<file path="src/rtl/queue_stack_param_if.sv">
// Request/response bundle for queue_stack_param: order select, flush, enqueue/dequeue
// requests and the registered read data with occupancy and error status.
interface queue_stack_param_if #(
  parameter int WIDTH = 2,
  parameter int DEPTH = 256
);
  localparam int CW = $clog2(DEPTH) + 1;

  logic             mode;
  logic             flush;
  logic             enqueue;
  logic             dequeue;
  logic [WIDTH-1:0] data_in;
  logic [WIDTH-1:0] data_out;
  logic             out_valid;
  logic             empty;
  logic             full;
  logic [CW-1:0]    count;
  logic             overflow;
  logic             underflow;
  logic             mode_active;

  modport master (
    output mode, flush, enqueue, dequeue, data_in,
    input  data_out, out_valid, empty, full, count, overflow, underflow, mode_active
  );

  modport slave (
    input  mode, flush, enqueue, dequeue, data_in,
    output data_out, out_valid, empty, full, count, overflow, underflow, mode_active
  );
endinterface

</file>
<file path="src/rtl/queue_stack_param.sv">
// WIDTH x DEPTH buffer with runtime FIFO/LIFO order, registered read data,
// sticky overflow/underflow flags and synchronous flush.
module queue_stack_param #(
  parameter int WIDTH = 2,
  parameter int DEPTH = 256
) (
  input logic                clk,
  input logic                rst,
  queue_stack_param_if.slave bus
);
  localparam int CW = $clog2(DEPTH) + 1;
  localparam int PW = $clog2(DEPTH);
  localparam logic [CW-1:0] DEPTH_C = CW'(DEPTH);
  localparam logic [PW-1:0] LAST    = PW'(DEPTH - 1);

  logic [WIDTH-1:0] mem [DEPTH];
  logic [PW-1:0]    head, tail, rd_addr, wr_addr, top_idx;
  logic [CW-1:0]    count_q, count_d;
  logic [WIDTH-1:0] dout_q;
  logic             valid_q, ovf_q, unf_q, mode_q;
  logic             is_empty, is_full, deq_ok, enq_ok, ovf_set, unf_set;

  function automatic logic [PW-1:0] wrap_inc(input logic [PW-1:0] p);
    return (p == LAST) ? '0 : p + PW'(1);
  endfunction

  assign is_empty = (count_q == '0);
  assign is_full  = (count_q == DEPTH_C);
  // Modulo-2^PW subtraction is exact here because the true index is always < DEPTH.
  assign top_idx  = count_q[PW-1:0] - PW'(1);

  always_comb begin
    deq_ok  = bus.dequeue && !bus.flush && !is_empty;
    enq_ok  = bus.enqueue && !bus.flush && (!is_full || deq_ok);
    ovf_set = bus.enqueue && !bus.flush && is_full && !deq_ok;
    unf_set = bus.dequeue && !bus.flush && is_empty;

    count_d = count_q;
    if (bus.flush)
      count_d = '0;
    else if (enq_ok && !deq_ok)
      count_d = count_q + CW'(1);
    else if (deq_ok && !enq_ok)
      count_d = count_q - CW'(1);

    rd_addr = mode_q ? top_idx : head;
    wr_addr = tail;
    // A stack push paired with a pop overwrites the top entry in place.
    if (mode_q)
      wr_addr = deq_ok ? top_idx : count_q[PW-1:0];
  end

  always_ff @(posedge clk or posedge rst) begin
    if (rst) begin
      head    <= '0;
      tail    <= '0;
      count_q <= '0;
      dout_q  <= '0;
      valid_q <= 1'b0;
      ovf_q   <= 1'b0;
      unf_q   <= 1'b0;
      mode_q  <= 1'b0;
    end else begin
      count_q <= count_d;
      valid_q <= deq_ok;
      if (deq_ok)
        dout_q <= mem[rd_addr];

      if (bus.flush) begin
        ovf_q <= 1'b0;
        unf_q <= 1'b0;
      end else begin
        if (ovf_set) ovf_q <= 1'b1;
        if (unf_set) unf_q <= 1'b1;
      end

      if (bus.flush || mode_q) begin
        head <= '0;
        tail <= '0;
      end else begin
        if (deq_ok) head <= wrap_inc(head);
        if (enq_ok) tail <= wrap_inc(tail);
      end

      // Order changes only take effect once the buffer is (or becomes) empty.
      if (bus.flush || count_d == '0)
        mode_q <= bus.mode;
    end
  end

  always_ff @(posedge clk) begin
    if (enq_ok)
      mem[wr_addr] <= bus.data_in;
  end

  assign bus.data_out    = dout_q;
  assign bus.out_valid   = valid_q;
  assign bus.empty       = is_empty;
  assign bus.full        = is_full;
  assign bus.count       = count_q;
  assign bus.overflow    = ovf_q;
  assign bus.underflow   = unf_q;
  assign bus.mode_active = mode_q;
endmodule

</file>
<file path="src/flat_wrapper.sv">
// flat-port wrapper written by rule: the top's interface ports become plain ports
module queue_stack_param_flat 
#(
  parameter int WIDTH = 2,
  parameter int DEPTH = 256
)
  (clk, rst, bus_mode, bus_flush, bus_enqueue, bus_dequeue, bus_data_in, bus_data_out, bus_out_valid, bus_empty, bus_full, bus_count, bus_overflow, bus_underflow, bus_mode_active);
  queue_stack_param_if #(.WIDTH(WIDTH), .DEPTH(DEPTH)) bus_i ();
  input logic clk;
  input logic rst;
  input wire logic [$bits(bus_i.mode)-1:0] bus_mode;
  input wire logic [$bits(bus_i.flush)-1:0] bus_flush;
  input wire logic [$bits(bus_i.enqueue)-1:0] bus_enqueue;
  input wire logic [$bits(bus_i.dequeue)-1:0] bus_dequeue;
  input wire logic [$bits(bus_i.data_in)-1:0] bus_data_in;
  output wire logic [$bits(bus_i.data_out)-1:0] bus_data_out;
  output wire logic [$bits(bus_i.out_valid)-1:0] bus_out_valid;
  output wire logic [$bits(bus_i.empty)-1:0] bus_empty;
  output wire logic [$bits(bus_i.full)-1:0] bus_full;
  output wire logic [$bits(bus_i.count)-1:0] bus_count;
  output wire logic [$bits(bus_i.overflow)-1:0] bus_overflow;
  output wire logic [$bits(bus_i.underflow)-1:0] bus_underflow;
  output wire logic [$bits(bus_i.mode_active)-1:0] bus_mode_active;
  assign bus_i.mode = bus_mode;
  assign bus_i.flush = bus_flush;
  assign bus_i.enqueue = bus_enqueue;
  assign bus_i.dequeue = bus_dequeue;
  assign bus_i.data_in = bus_data_in;
  assign bus_data_out = bus_i.data_out;
  assign bus_out_valid = bus_i.out_valid;
  assign bus_empty = bus_i.empty;
  assign bus_full = bus_i.full;
  assign bus_count = bus_i.count;
  assign bus_overflow = bus_i.overflow;
  assign bus_underflow = bus_i.underflow;
  assign bus_mode_active = bus_i.mode_active;
  queue_stack_param #(.WIDTH(WIDTH), .DEPTH(DEPTH)) u_core (.clk(clk), .rst(rst), .bus(bus_i));
endmodule
</file>
<file path="config.mk">
export PLATFORM = sky130hd
export DESIGN_NAME = queue_stack_param_flat
export DESIGN_NICKNAME = d
export VERILOG_FILES = /design/src/rtl/queue_stack_param_if.sv /design/src/rtl/queue_stack_param.sv /design/src/flat_wrapper.sv
export SDC_FILE = /design/constraint.sdc
export NUM_CORES = 1
export LEC_CHECK = 0
export BUFFER_PORTS_ARGS = -buffer_cell sky130_fd_sc_hd__buf_2
export CAP_MARGIN = 20
export CELL_PAD_IN_SITES_DETAIL_PLACEMENT = 1
export CELL_PAD_IN_SITES_GLOBAL_PLACEMENT = 1
export CORE_ASPECT_RATIO = 2
export CORE_MARGIN = 2
export CORE_UTILIZATION = 45
export CTS_BUF_LIST = sky130_fd_sc_hd__clkbuf_8
export CTS_CLUSTER_DIAMETER = 50
export DETAILED_ROUTE_END_ITERATION = 7
export GPL_TIMING_DRIVEN = 0
export MAX_ROUTING_LAYER = met4
export PLACE_DENSITY_LB_ADDON = 0.1
export SLEW_MARGIN = 20
export SYNTH_ARGS = -nofsm -noshare
export SYNTH_HDL_FRONTEND = slang
export SYNTH_SLANG_ARGS = --single-unit
</file>
<file path="constraint.sdc">
create_clock -name clk -period 6 [get_ports clk]
set_clock_uncertainty 0.15 [all_clocks]
set_input_delay 1.2 -clock clk [delete_from_list [all_inputs] [get_ports clk]]
set_output_delay 1.2 -clock clk [all_outputs]
set_load 0.03 [all_outputs]
</file>
==> metrics list, run 1 <==
- Highest net fanout along the worst path: 10
* Mean cell area of the mapped netlist: roughly 13 um^2
- For this run, asynchronously set or reset flops after synthesis account for roughly 5.7%.
* Via-to-Cell Ratio: 6.382
* Net load switching power: between 5 and 6 mW
- Maximum vdd drop: between 0.0003 and 0.0004 V
* IO Count: 25
* Arr. time, crit path: 6.30 ns
- Number of remaining DRC errors: 0
- Overall die width: approximately 170 um
- Total Die Area: around 54,000 um^2
- Switching portion of total power: between 40% and 50%
- Share of layout cells above drive strength 1: between 10 and 15%
- Wire length after detailed routing: 91,960 um
* Number of max-capacitance violations reported: 0
- Routability congestion estimate from global placement: about 0.97
- For this run, the post-layout net count is a little under 2,000.
- Clock tree synthesis inserted a total of 77 buffers.
* All-Layer GR Usage: a little over a third
- After detailed placement, the design holds a cell count of ~2,500.
- Setup slack on the critical path of the routed design comes to approximately 0.060 ns.
- After filler insertion, the fill cell instance count of the layout stands at 5,386.
- The worst pin sits at a relative slew slack of between 15 and 20%.
* Share of total power in the clock network: roughly 22%
- The share of the Yosys chip area taken by registers is between 60% and 70%.
* Final Hold Viols: 0
* Most frequent cell after synthesis: edfxtp_1
* Top cells by count, synth: edfxtp_1, nor2_1, nand2_1, clkbuf_1, nand3_1
* Cell Area, Synth: about 24,000 um^2
* TritonCTS clock tree: yes
- Insertion delay to the later sink of the worst-skew pair: between 0.6 and 0.7 ns
- Transition time at the pin with the least slew margin: about 1.3 ns
- Worst setup timing slack at the placement stage: -0.3952 ns
- Instance area at placement: about 25,000 um^2
* Total of warnings raised by yosys: 0
- The tightest min-delay check is of the flip-flop to flip-flop type.
- Number of enable flip-flop cells after synthesis: between 500 and 600
* Placement row count: ~120
- Measured in cells, the most critical reg-to-reg path has a length of 14.
- Sorting the synthesized cells by area gives the leading types as edfxtp_1, nor2_1, nand2_1, dfrtp_1, mux4_2.
- The count of buffers added on input and output ports is 24.
* Worst reg-to-reg setup slack: around 0.060 ns
- First-pass GRT wire length: ~130,000 um
* Net Count, Synth: approximately 1,800
* Total grt overflow: 0
- Clock sink count: approximately 540
- Detailed placement ended at an HPWL of 63,720 um.
- The synthesized design contains ~540 register bits.
- Final cell area excluding filler cells: 26,040 um^2
- By startpoint and endpoint, the worst setup path is classified as flip-flop to flip-flop.
- Relative to the synthesized area, the layout overhead comes to 10.60%.
- WL/cell: 34.69 um
- Outcome: finished, final reports clean
* Antenna violation net count after detailed routing: 0
- Pwr/cell area: between 400 and 500 nW/um^2
- Startpoint kind of the worst setup timing path: flip-flop
- The number of pins with negative max-slew slack in the final report was 0.
* Largest net degree at the start of global routing: roughly 140
* Cell type contributing the most total cell area after synthesis: edfxtp_1
- Die height: about 330 um
- For this run, the top clock speed supported by timing is about 170 MHz.
- Synthesis instantiated slightly below 80 different standard cells from the library.
- Number of standard cells after synthesis: about 1,800
* CTS HTree Levels: 3
* Number of failing setup endpoints in the final timing report: 0
- Fin cells: between 2,000 and 3,000
- DR vias: ~17,000
- After layout, the design draws a total of approximately 13 mW.
- The number of antenna violations at the first check in global routing came to 3.
* Drt first-iter violations: between 1,000 and 1,500
- In this run the static leakage power is 8.574 nW.
- Hold slack final: ~0.36 ns
- Clock transition at the registers of the reported paths: ~0.07 ns
- For this configuration, the core starts out at a cell density of 45.56%.
- Placeable core area: between 50,000 and 60,000 um^2
- Share of total power in combinational logic: between 40 and 50%
- Clock root cell: clkbuf_8
- At the worst endpoint, the required time is 6.36 ns.
* Sequential power share: 33.6%
- The first TritonRoute pass finished after 6 iterations.
- Clock period minus worst slack: 5.940 ns
* Most instantiated flip-flop cell in the synthesis netlist: edfxtp_1
* Max Root-Sink Buffers: 3
* Share of the synthesized area in the top cell type: approximately 65%
* Cells on Worst Hold Path: 2
- Dividing the final minimum period by the clock period gives 99.00%.
- Endpoint type of the worst setup path: flip-flop
- Internal power comes to approximately 6.8 mW.
* RSZ-0062 raised after global routing: no
* Vias in the first global route: 17,875
[cells by family after synthesis]
group	after synthesis	synth area share [%]
simple gates	780	14.22
buf+inv	135	2.408
flops	543	68.60
fa+ha+maj	4	0.2126
xor+xnor	25	0.9301
mux	92	5.751
compound gates	243	7.871
[cell usage in the layout (no fill, tap or decap), types with 12 or more instances in the layout]
master    Yosys  layout
clkbuf_8      0      79
nor2_1      309     309
a32oi_1      32      32
inv_1         6      33
a21oi_1      33      31
a211oi_1     24      23
a311oi_1     24      24
mux4_2       33      33
o21ai_0      25      24
nand2_1     281     281
a31oi_1      21      20
buf_2        42      64
edfxtp_1    512     512
clkinv_1      0      14
dfrtp_1      31      31
xnor2_1      12      12
mux2i_1      46      46
mux2_2       12      12
nand3_1      68      68
and3_1       44      44
clkbuf_1     72      68
xor2_1       13      13
[final timing paths]
| check | start | to |
|---|---|---|
| setup / recovery | u_core.bus.count[1]$_DFF_PP0_ | u_core.bus.data_out[0]$_DFFE_PP0N_ |
| hold / removal | u_core.bus.underflow$_DFFE_PP0P_ | u_core.bus.underflow$_DFFE_PP0P_ |
| setup reg to reg | u_core.bus.count[1]$_DFF_PP0_ | u_core.bus.data_out[0]$_DFFE_PP0N_ |
| hold reg to reg | u_core.bus.underflow$_DFFE_PP0P_ | u_core.bus.underflow$_DFFE_PP0P_ |
| max in group asynchronous | rst | u_core.tail[4]$_DFFE_PP0P_ |
| min in group asynchronous | rst | u_core.head[0]$_DFFE_PP0P_ |
[power by group through the flow]
stage,clock [mW],combinational [mW],sequential [mW]
4_1_cts,2.77,5.42,4.21
5_1_grt,2.91,5.61,4.21
2_1_floorplan,0,2.68,4.32
3_5_place_dp,0,5.39,4.29
6_report,2.76,5.54,4.21
3_3_place_gp,0,5.31,4.30
[timing repair]
action                     in CTS  in global routing
setup endpoints to repair       2                  2
pin swaps                       0                  0
resized for setup               7                  2
hold buffers                    0                  0
setup buffers                   0                  0
[through the flow]
stage | util [%] | setup TNS, ns
2_1_floorplan | - | 0
3_3_place_gp | 47.39 | -0.5778
3_5_place_dp | 47.64 | -0.5991
4_1_cts | 50.36 | 0
5_1_grt | 50.38 | 0
6_report | 50.39 | 0
[per-layer routing]
metal,vias up,track usage (%),routed length [um]
met1,8639,34.36,29350
met3,356,6.065,6237
met5,-,-,0
met4,0,26.01,8206
li1,7010,-,-
met2,914,60.92,48170
[cell type report]
type	instances	area [um^2]	area share (%)
multi-input cells	1144	6860	26.35
clock inverters	59	296.5	1.139
clock buffers	79	1087	4.176
repair buffers	28	214.0	0.8218
plain buffers	127	565.5	2.172
inverters	7	26.28	0.1009
flip-flops and latches	543	16150	62.03
diodes	4	10.01	0.03844
well taps	660	825.8	3.172
[state kept, by name, indices dropped and copies added (netlist names)]
signal,flops
u_core.head,8
u_core.bus.underflow,1
u_core.bus.data_out,2
u_core.bus.out_valid,1
u_core.bus.overflow,1
u_core.bus.count,9
u_core.tail,8
u_core.mem,512
u_core.bus.mode_active,1
[worst max-delay path: stages, from the launching register on]
cell and delay [ns]:
dfrtp_1 0.37, clkbuf_1 0.34, inv_1 0.15, ha_1 0.29
xnor2_1 0.22, a21o_1 0.21, clkbuf_1 0.52, nor2_1 0.64
buf_2 0.43, buf_1 0.81, o21ai_0 0.34, a32oi_1 0.38
o2111ai_1 0.25, a31oi_1 0.48, a31oi_1 0.15
Power figures use the tool's default switching activity.
==> inputs of run 2 (changes only) <==
--- a/config.mk
+++ b/config.mk
@@ -5,6 +5,7 @@
 export SDC_FILE = /design/constraint.sdc
 export NUM_CORES = 1
 export LEC_CHECK = 0
+export ABC_AREA = 1
 export BUFFER_PORTS_ARGS = -buffer_cell sky130_fd_sc_hd__buf_2
 export CAP_MARGIN = 20
 export CELL_PAD_IN_SITES_DETAIL_PLACEMENT = 1
==> run 2 against run 1 <==
Sequential power about the same. Critical path depth rose by 3. Global-route usage increased by 1.6 points. Fmax grew 27%. Register-to-register slack better by 1.3 ns. Combinational power increased by 0.9%. Via count is 24% higher. Clock power increased by 4%.
==> metrics list, run 2 <==
* Outcome: finished, final reports clean (unchanged)
- CTS HTree Levels: 3 (unchanged)
* Worst path most repeated cell: nand3_1
- Vias in the first global route: 22,139 (was 17,875)
* Total grt overflow: 0 (unchanged)
- HP Class: flip-flop to flip-flop (unchanged)
* Endpoint type of the worst setup path: flip-flop (unchanged)
- First-pass GRT wire length: 147,100 um (was 128,400 um)
- Share of the clock period used by the worst path after layout: 77.90% (was 99.00%)
- Share of total power in the clock network: 22.7% (was 22.1%)
- The synthesis-to-layout area growth was 10.21% (was 10.60%).
* Final cell area excluding filler cells: 28,370 um^2 (was 26,040 um^2)
- The prevailing post-synth register cell was edfxtp_1 (unchanged).
- The half-perimeter wire length after detailed placement is 73,070 um (was 63,720 um).
- The global router's overall resource usage was 36.43% (was 34.80%).
* Number of remaining DRC errors: 0 (unchanged)
* Number of max-capacitance violations reported: 0 (unchanged)
- Met1 Use GR: 34.69% (was 34.36%)
- The count of mapped cells out of synthesis is 2,766 (was 1,822).
- Category of the critical setup timing path: flip-flop to flip-flop (unchanged)
* IO Count: 25 (unchanged)
* Cells on Worst Hold Path: 2 (unchanged)
- The worst path required time is 6.46 ns (was 6.36 ns).
- Hold slack final: 0.3393 ns (was 0.3623 ns)
* Max Clk Rate: 214.0 MHz (was 168.4 MHz)
- Final Max Slew Viols: 0 (unchanged)
- Drt first-iter violations: 1,816 (was 1,478)
* Fin cells: 3,684 (was 2,651)
- The maximum resistive drop on vdd is 0.0002608 V (was 0.0003064 V).
* Cell types occupying the most area after synthesis: edfxtp_1, nand2_1, nand3_1, inv_1, nor2_1 (was edfxtp_1, nor2_1, nand2_1, dfrtp_1, mux4_2)
- The leakage power of the design came to 11.63 nW (was 8.574 nW).
* Top cells by count, synth: nand2_1, edfxtp_1, nand3_1, inv_1, nor2_1 (was edfxtp_1, nor2_1, nand2_1, clkbuf_1, nand3_1)
- The area after detailed placement was 26,960 um^2 (was 24,620 um^2).
- The startpoint type of the worst setup path is a flip-flop (unchanged).
* Cell with the largest stage delay on the worst path: clkbuf_1 (was buf_1)
* Largest net degree at the start of global routing: 128 (was 135)
- The met3 usage came to 5.848% (was 6.065%).
- The number of warnings printed during yosys synthesis came to 0 (unchanged).
- The fraction of power consumed by sequential logic was 33.2% (was 33.6%).
- The floorplan die area came to 59,260 um^2 (was 54,270 um^2).
- Register bank with the most flops: u_core.mem (unchanged)
- Number of buffers inserted by port buffering: 24 (unchanged)
- The standard-cell row count was 124 (was 118).
* Cell Area, Synth: 25,750 um^2 (was 23,540 um^2)
* Die height: 342.3 um (was 327.5 um)
- The actual slew at the worst max-slew pin came to 1.234 ns (was 1.271 ns).
- Clock period minus worst slack: 4.674 ns (was 5.940 ns)
- The wire length per cell was 28.52 um (was 34.69 um).
* Clock sink count: 543 (unchanged)
- GRT met2 Usage: 63.79% (was 60.92%)
- Arr. time, crit path: 5.14 ns (was 6.30 ns)
* Aggregate negative setup slack: 0 ns (unchanged)
* RSZ-0062 raised after global routing: no (unchanged)
* Async set-reset flop share out of synthesis: 5.709% (unchanged)
- Routability congestion estimate from global placement: 0.9631 (was 0.9670)
- The count of different cell masters after synthesis is 38 (was 77).
* Top library cells by usage in the layout, fill and taps aside: nand2_1, edfxtp_1, nand3_1 (was edfxtp_1, nor2_1, nand2_1)
* Net Count, Synth: 2,778 (was 1,834)
- Initial core utilization: 45.22% (was 45.56%)
- The count of nets after finishing was 2,886 (was 1,940).
- Cell internal power dissipation: 6.703 mW (was 6.824 mW)
- The leading cell type by number of instances after synthesis was nand2_1 (was edfxtp_1).
- Count of state elements after synthesis: 543 (unchanged)
* DRT Pass-1 Iters: 5 (was 6)
* Share of layout cells above drive strength 1: 10.05% (was 12.83%)
* Clock transition at the registers of the reported paths: 0.06 ns (was 0.07 ns)
* TritonCTS clock tree: yes (unchanged)
- The count of cells along the worst register-to-register path came to 17 (was 14).
- The area share of the largest cell type after synthesis is 59.72% (was 65.31%).
* Worst slew margin relative to its limit: 17.73% (was 15.23%)
- Antenna violations before repair: 3 (unchanged)
- Clock root cell: clkbuf_8 (unchanged)
* Delay of the slowest cell on the worst path: 0.95 ns (was 0.81 ns)
- DR vias: 20,963 (was 16,919)
* Number of enable flip-flop cells after synthesis: 512 (unchanged)
- The net switching power is 5.967 mW (was 5.678 mW).
- Cell Chain, Critical Path: inv_1, ha_1, nand2_1, o21ai_1, inv_2, buf_2, clkbuf_1, nand2_1, nand3_1, nand3_1, nand3_1, nand3_1, nand3_1, nand3_1, nand2_1, nand2_1, nand2_1 (was clkbuf_1, inv_1, ha_1, xnor2_1, a21o_1, clkbuf_1, nor2_1, buf_2, buf_1, o21ai_0, a32oi_1, o2111ai_1, a31oi_1, a31oi_1).
- The switching share of power came to 47.09% (was 45.42%).
- The placeable core region is 56,940 um^2 (was 51,670 um^2).
- The core utilization of the finished layout is 49.83% (was 50.39%).
* Layer with the highest usage: met2 (unchanged)
- Antenna violation net count after detailed routing: 0 (unchanged)
- The combinational power share is 44.1% (was 44.3%).
- The total of hold buffers inserted after clock tree synthesis came to 0 (unchanged).
- Cells resized by post-CTS repair: 0 (was 7)
- Seq/Total Area, Yosys: 62.73% (was 68.60%)
- The total count of hold-check failures in the final report came to 0 (unchanged).
* Most common cell after layout, fill and taps aside: nand2_1 (was edfxtp_1)
- CTS Buf Count: 78 (was 77)
- Wire length after detailed routing: 105,100 um (was 91,960 um)
- Total setup buffers inserted after CTS: 0 (unchanged)
* Pwr/cell area: 446.5 nW/um^2 (was 480.2 nW/um^2)
- Insertion delay to the later sink of the worst-skew pair: 0.71 ns (was 0.69 ns)
- The post-synthesis cell type with the largest combined area is edfxtp_1 (unchanged).
- The number of vias per cell is 5.690 (was 6.382).
- The horizontal extent of the die is 173.1 um (was 165.7 um).
- Highest net fanout along the worst path: 10 (unchanged)
- Max Root-Sink Buffers: 3 (unchanged)
- The flip-flop count of the largest register, all copies and words added was 512 (unchanged).
- Number of failing setup endpoints in the final timing report: 0 (unchanged)
- Cells after DPL: 3,550 (was 2,510)
- The post-synthesis area per instance came to 9.308 um^2 (was 12.92 um^2).
==> run 2: changes by cell type in the layout (fill, tap and decap cells not counted), moves of 36 or more <==
cell	before	now
nand2_1	281	709
and3_1	44	0
buf_2	64	100
mux2i_1	46	0
inv_1	33	448
nand3_1	68	470
==> run 2: final cells by class <==
class	count	area (um^2)
multi-input cells	1627	7231
fillers	6679	28570
clock inverters	52	321.6
diodes	3	7.507
well taps	756	945.9
clock buffers	79	1087
plain buffers	145	686.9
inverters	451	1693
flip-flops and latches	543	16150
repair buffers	28	250.2
==> run 2: kinds of logic after synthesis <==
family                   Yosys count  share of synthesized area, %
AND/OR/NAND/NOR                 1530                         25.47
buffers and inverters            596                         9.214
flip-flops                       543                         62.73
AO/OA/AOI/OAI                     86                         2.158
XOR/XNOR                           7                        0.2381
adder cells (fa/ha/maj)            4                        0.1944
==> run 2: critical path: cells and delay by family, from the launching register on <==
kind | cells | cell delay, ns
adders and majority gates | 1 | 0.36
DFF | 1 | 0.50
buffers and inverters | 4 | 1.80
and+or+nand+nor | 11 | 1.55
AOI/OAI and AO/OA | 1 | 0.23
==> run 2: layer usage <==
layer,up-vias,share of wire (%)
li1,9134,-
met1,10393,32
met2,964,51
met3,472,6.3
met4,0,10
met5,-,0
==> run 2: stage by stage <==
stage | worst slack, ns | power, mW
after CTS | 1.522 | 12.54
after detailed placement | 1.538 | 9.729
after global placement | 0.4087 | 9.646
after global routing | 1.336 | 12.94
after floorplan | 2.889 | 7.060
final | 1.326 | 12.67
==> run 2: path summary, 6_finish.rpt <==
check | start | end | slack [ns]
max reg2reg | u_core.bus.count[0]$_DFF_PP0_ | u_core.bus.data_out[1]$_DFFE_PP0N_ | 1.33
min in group asynchronous | rst | u_core.bus.count[8]$_DFF_PP0_ | 0.48
max in group asynchronous | rst | u_core.bus.count[2]$_DFF_PP0_ | 4.75
max | u_core.bus.count[0]$_DFF_PP0_ | u_core.bus.data_out[1]$_DFFE_PP0N_ | 1.33
min | u_core.bus.data_out[0]$_DFFE_PP0N_ | u_core.bus.data_out[0]$_DFFE_PP0N_ | 0.34
min reg2reg | u_core.bus.data_out[0]$_DFFE_PP0N_ | u_core.bus.data_out[0]$_DFFE_PP0N_ | 0.34
==> run 2: power by group through the flow <==
stage,registers (mW),logic (mW),clock network (mW)
3_5_place_dp,4.29,5.44,0
6_report,4.21,5.59,2.87
3_3_place_gp,4.30,5.35,0
5_1_grt,4.21,5.74,2.99
4_1_cts,4.21,5.47,2.87
2_1_floorplan,4.32,2.74,0
